[src/rtl/lfsr_gen.sv]
// Configurable Fibonacci/Galois LFSR with seed load, all-zero lockup recovery,
// and measurement of the step count taken to return to the reference seed.
module lfsr_gen #(
    parameter int unsigned        width_p     = 6,
    parameter logic [width_p-1:0] taps_p      = 6'b110000,
    parameter logic [width_p-1:0] reset_val_p = 6'b000001,
    parameter int unsigned        mode_p      = 0
) (
    input  logic               clk_i,
    input  logic               reset_i,
    input  logic               enable_i,
    input  logic               load_i,
    input  logic [width_p-1:0] seed_i,
    output logic [width_p-1:0] data_o,
    output logic               bit_o,
    output logic               lockup_o,
    output logic               wrap_o,
    output logic [width_p-1:0] period_o
);

    localparam logic [width_p-1:0] allOnes = '1;

    logic [width_p-1:0] state_q, state_d;
    logic [width_p-1:0] seedRef_q, seedRef_d;
    logic [width_p-1:0] count_q, count_d;
    logic [width_p-1:0] period_q, period_d;
    logic               lockup_q, lockup_d;
    logic               wrap_q, wrap_d;
    logic [width_p-1:0] stepVal;
    logic [width_p-1:0] countInc;

    // One LFSR step from the current state; the topology is fixed at elaboration.
    generate
        if (mode_p == 0) begin : g_fib
            always_comb stepVal = {state_q[width_p-2:0], ^(state_q & taps_p)};
        end else begin : g_gal
            always_comb stepVal = {state_q[width_p-2:0], 1'b0}
                                ^ ({width_p{state_q[width_p-1]}} & taps_p);
        end
    endgenerate

    assign countInc = (count_q == allOnes) ? count_q : count_q + width_p'(1);

    always_comb begin
        state_d   = state_q;
        seedRef_d = seedRef_q;
        count_d   = count_q;
        period_d  = period_q;
        lockup_d  = 1'b0;
        wrap_d    = 1'b0;
        if (load_i) begin
            state_d   = seed_i;
            seedRef_d = seed_i;
            count_d   = '0;
        end else if (enable_i) begin
            // An all-zero state would never leave zero, so reseed instead of stepping.
            if (state_q == '0) begin
                state_d  = reset_val_p;
                lockup_d = 1'b1;
                count_d  = '0;
            end else begin
                state_d = stepVal;
                if (stepVal == seedRef_q) begin
                    wrap_d   = 1'b1;
                    period_d = countInc;
                    count_d  = '0;
                end else begin
                    count_d = countInc;
                end
            end
        end
    end

    always_ff @(posedge clk_i) begin
        if (reset_i) begin
            state_q   <= reset_val_p;
            seedRef_q <= reset_val_p;
            count_q   <= '0;
            period_q  <= '0;
            lockup_q  <= 1'b0;
            wrap_q    <= 1'b0;
        end else begin
            state_q   <= state_d;
            seedRef_q <= seedRef_d;
            count_q   <= count_d;
            period_q  <= period_d;
            lockup_q  <= lockup_d;
            wrap_q    <= wrap_d;
        end
    end

    assign data_o   = state_q;
    assign bit_o    = state_q[width_p-1];
    assign lockup_o = lockup_q;
    assign wrap_o   = wrap_q;
    assign period_o = period_q;

endmodule

[config.mk]
export PLATFORM = sky130hd
export DESIGN_NAME = lfsr_gen
export DESIGN_NICKNAME = d
export VERILOG_FILES = /design/src/rtl/lfsr_gen.sv
export SDC_FILE = /design/constraint.sdc
export NUM_CORES = 1
export LEC_CHECK = 0
export ABC_AREA = 1
export BUFFER_PORTS_ARGS = -buffer_cell sky130_fd_sc_hd__clkbuf_2
export CAP_MARGIN = 20
export CELL_PAD_IN_SITES_DETAIL_PLACEMENT = 2
export CELL_PAD_IN_SITES_GLOBAL_PLACEMENT = 2
export CORE_MARGIN = 4
export CORE_UTILIZATION = 32
export DETAILED_ROUTE_END_ITERATION = 8
export PLACE_DENSITY_LB_ADDON = 0.3
export SKIP_LAST_GASP = 1
export SLEW_MARGIN = 20
export SYNTH_ARGS = -nofsm -noshare
export SYNTH_HDL_FRONTEND = slang
export SYNTH_SLANG_ARGS = --single-unit
[constraint.sdc]
create_clock -name clk_i -period 2.45 [get_ports clk_i]
set_input_delay 0.49 -clock clk_i [delete_from_list [all_inputs] [get_ports clk_i]]
set_output_delay 0.49 -clock clk_i [all_outputs]
set_load 0.02 [all_outputs]
Yosys cells after proc, flatten, opt, wreduce, memory -nomap -nowiden:

Cells that the tools add are included.

* ROM bits: 0
* input port bits: 10
* memories: 0
* latch bits: 0
* register bits: 26
* memory bits (writable): 0

* order comparisons: 0
* div/mod/pow operators: 0
* reduce and logical (&&, ||, !) cells: 7
* multipliers: 0
* bitwise logic cells: 3
* add/subtract/negate cells: 1
* multiplexer cells: 8
* shift operators: 0
* equality and inequality tests: 2

Operators with widths (number)
* two-way mux 6 bit: 6
* adder 6 x 1 -> 6 bit (second input constant): 1
* equality test 6 bit: 1
* equality test 6 bit (second input constant): 1
* logical NOT 6 bit: 1
* parity 6 bit: 1
* AND reduction 4 bit: 1
* OR reduction 4 bit: 1
* NOT 1 bit: 3
* OR reduction 3 bit: 1
* two-way mux 1 bit: 2
* nonzero test 2 bit: 1
* OR reduction 2 bit: 1

Depth between registers and ports, before layout:

* word-level depth: 4
* depth in mapped cells: 11

Worst setup path after synthesis:

No wires, ideal clock.

* path kind: reg-to-reg
* start: reg state_q[4] (netlist: data_o[4])
* end: reg period_q[0] (netlist: period_o[0])
* path slack: 0.813 ns
* period minus slack after synthesis: 1.637 ns
* data required time: 2.337 ns
* arrival: 1.524 ns
* stages on the path, launching flop included: 12
* buffers on the path: 0
* cells stage by stage: dfxtp_1 -> inv_2 -> ha_1 -> inv_1 -> nand2_1 -> nand2_1 -> nor2_4 -> nand3_4 -> nor2_8 -> nand2_1 -> nand2_1 -> nor2_1

* longest elaborated chain between the ends: 3

Ends and longest elaborated chain
* from (decl): RTL line 23 `logic [width_p-1:0] state_q, state_d;`
* from (signal assigned): RTL line 76 `state_q <= reset_val_p;`
* from (signal assigned): RTL line 83 `state_q <= state_d;`
* parity 6 bit / logical NOT 6 bit (equally long branches): RTL line 35, 57
* equality test 6 bit / NOT 1 bit (equally long branches)
* AND reduction 4 bit (no line) *
* to (signal assigned): RTL line 86 `period_q <= period_d;`
* to (decl): RTL line 26 `logic [width_p-1:0] period_q, period_d;`

Mark *: on every way between the ends. The rest lies on a longest branch, timed or not.
A chain may end at the register's enable or synchronous reset.

Final worst setup path:

* start: reg state_q[4] (netlist: data_o[4])
* end: reg period_q[4] (netlist: period_o[4])

The elaborated chain is that of the path after synthesis.

==> impl_metrics.tcl <==
set metrics [dict create \
    status "finished, final reports clean" \
    critPathRequiredTime_ns 2.63 \
    drt-initial-drc-count 23 \
    power_frac_comb_pct 16.3 \
    hold_viol_final 0 \
    ys_types 26 \
    coreArea_um2 4000 \
    yosys_warnings 0 \
    ctsResizeCount 0 \
    ant_nets 0 \
    p_int_uw 627.9 \
    min_path_cells 3 \
    synth.cell_area_um2 1324 \
    rows 23 \
    synthCells 190 \
    rsz0062_at_grt "false" \
    drt-vias-per-instance 5.042 \
    fin_skew_ns 0.006939 \
    tns_ns 0 \
    setup.worst_path.start_class "flip-flop" \
    max_cap_violations 0 \
    clkTransAtPathRegs_ns 0.10 \
    dr.pass1.iters 4 \
    grt.total_usage_pct 18.10 \
    period_share_pct 70.93 \
    cts_buffers 3 \
    yosysTopAreaCell "dfxtp_1" \
    cp.arrival_ns 1.91 \
    h-tree-depth 1 \
    grt_max_degree 15 \
    die_h_um 72.32 \
    syn-mean-instance-area_um2 6.967 \
    endpoint_kind "flip-flop" \
    fin_nets 226 \
    antenna_found_initial 0 \
    synth_area_leaders "dfxtp_1, nand2_1, inv_1, nor2_1, nand2_2" \
    io_pins 25 \
    numPortBuffers 24 \
    swShare_pct 29.30 \
    crit_type "flip-flop to flip-flop" \
    max_freq_mhz 575.4 \
    cts_setup_buffers 0 \
    finalMaxSlewViolations 0 \
    power_uw 888.1 \
    hold_class "primary input to flip-flop" \
    setup_viol 0 \
    power.switching_uw 260.2 \
    clkSinkCount 26 \
    pwr-share-seq_pct 51.1 \
    worst_pin_slew_ns 0.4369 \
    routabilityCongestion 0.7853 \
    totalWireLength_um 4315 \
    cp_max_fo 10 \
    leakage_nw 0.7298 \
    clock_latency_ns 0.28 \
    grt-ovfl-total 0 \
    cts_root_buf "clkbuf_8" \
    cts_tree "yes" \
    grt_pass1_vias 1514 \
    ff2ff_path_depth 11 \
    avgRoutedWirePerCell_um 16.41 \
    antennaDiodeCount 0 \
    synth_nets 202 \
    grt_pass1_wl_um 7341 \
    p_clk_share_pct 32.6 \
    initial_core_util_pct 33.09 \
    ys_seq_elements 26 \
    relSlewSlack_pct 70.56 \
    drc 0 \
    yosysSeqAreaShare_pct 39.32 \
    area_delta_synth_final_pct 16.07 \
    clock_path_buffers 2 \
    place_hpwl_um 3210 \
    die-area_um2 5229 \
    via_count 1326 \
    ir_drop_mv 0.2135 \
    synth_top_cell_area_share_pct 39.32 \
    power_density_nw_per_um2 578.0 \
    die_w_um 72.32 \
    finalCriticalPeriod_ns 1.738 \
    ctsHoldBuffers 0 \
    drive_gt1_share_pct 21.13 \
]
[power by group through the flow]
stage               Clock [mW]  Combinational [mW]  Sequential [mW]
detailed placement           0               0.143            0.463
floorplan                    0              0.0912            0.469
finish                   0.290               0.145            0.454
CTS                      0.299               0.147            0.454
global placement             0               0.136            0.461
global route             0.314               0.162            0.456
[registers in the layout, summed over array words and instances, names as in the netlist]
| register | count |
|---|---|
| period_o | 6 |
| count_q | 6 |
| data_o | 6 |
| lockup_o | 1 |
| wrap_o | 1 |
| seedRef_q | 6 |
[worst paths after layout]
| path | from | endpoint | slack [ns] |
|---|---|---|---|
| worst max register to register | data_o[4]$_SDFFE_PP0P_ | period_o[4]$_SDFFE_PP0P_ | 0.71 |
| worst max-delay path | data_o[4]$_SDFFE_PP0P_ | period_o[4]$_SDFFE_PP0P_ | 0.71 |
| worst min-delay path | seed_i[1] | seedRef_q[1]$_SDFFE_PP0P_ | 0.49 |
| worst min register to register | period_o[3]$_SDFFE_PP0P_ | period_o[3]$_SDFFE_PP0P_ | 0.50 |
[worst max-delay path: stages (launching register included)]
cell	delay [ns]
dfxtp_1	0.44
inv_2	0.07
ha_1	0.30
inv_1	0.07
nand2_1	0.06
nand2_1	0.08
nor2_4	0.10
nand3_4	0.15
nor2_8	0.18
nand2_1	0.07
nand2_1	0.07
nor2_1	0.04
[cells in the mapped netlist]
master     n
a21boi_0   1
a21oi_1    8
buf_2      2
buf_4      1
clkbuf_1   2
dfxtp_1   26
ha_1       2
inv_1     27
inv_2      4
nand2_1   51
nand2_2    7
nand3_1    8
nand3_2    1
nand3_4    1
nand3b_1   1
nand4_1    4
nor2_1    21
nor2_4     3
nor2_8     1
nor3_1     1
o21ai_0    7
o21bai_1   1
o221ai_1   3
o22ai_1    5
o31ai_1    1
xor2_1     1
[layer usage]
layer  vias to the layer above  GRT usage [%]  part of all wire, %
met3                         7          2.216                  3.0
li1                        645              -                    -
met4                         0          5.637                  1.7
met5                         -              0                    0
met2                        28          32.86                   50
met1                       646          22.03                   46
[layout make-up]
type	instances	area, um^2
multi-input combinational	128	661.9
inverter	31	116.4
sequential	26	520.5
timing repair buffer	24	120.1
clock buffer	4	55.05
fill	502	2464
tap	50	62.56
[stage by stage]
step	worst slack, ns	instances	util [%]	hold slack [ns]	cell area [um^2]
after global routing	0.5610	263	38.41	0.5037	1536
after CTS	0.6987	263	38.41	0.4847	1536
after floorplan	0.8135	190	-	0.4500	1324
after detailed placement	0.7297	259	37.03	0.4885	1481
final	0.7121	263	38.41	0.4879	1536
after global placement	0.8667	259	37.03	0.4679	1481
[kinds of logic after synthesis]
logic type               after synthesis  share of synthesized area, %
XOR/XNOR                               1                        0.6617
AND/OR/NAND/NOR                       99                         35.73
adder cells (fa/ha/maj)                2                         1.890
AO/OA/AOI/OAI                         26                         11.72
buffers and inverters                 36                         10.68
flip-flops                            26                         39.32
[placed cells by master (no fill, tap or decap)]
cell,synthesis,routed
nor2_1,21,21
dfxtp_1,26,26
nand3_4,1,1
o22ai_1,5,5
clkbuf_2,0,24
a21oi_1,8,8
nand3_1,8,8
o21ai_0,7,7
nand3_2,1,1
xor2_1,1,1
inv_1,27,27
nor3_1,1,1
inv_2,4,4
o221ai_1,3,3
nand2_2,7,7
o31ai_1,1,1
nand4_1,4,4
a21boi_0,1,1
nand2_1,51,51
nand3b_1,1,1
ha_1,2,2
o21bai_1,1,1
nor2_4,3,3
nor2_8,1,1
clkbuf_8,0,4
(Power assumes the default switching activity.)
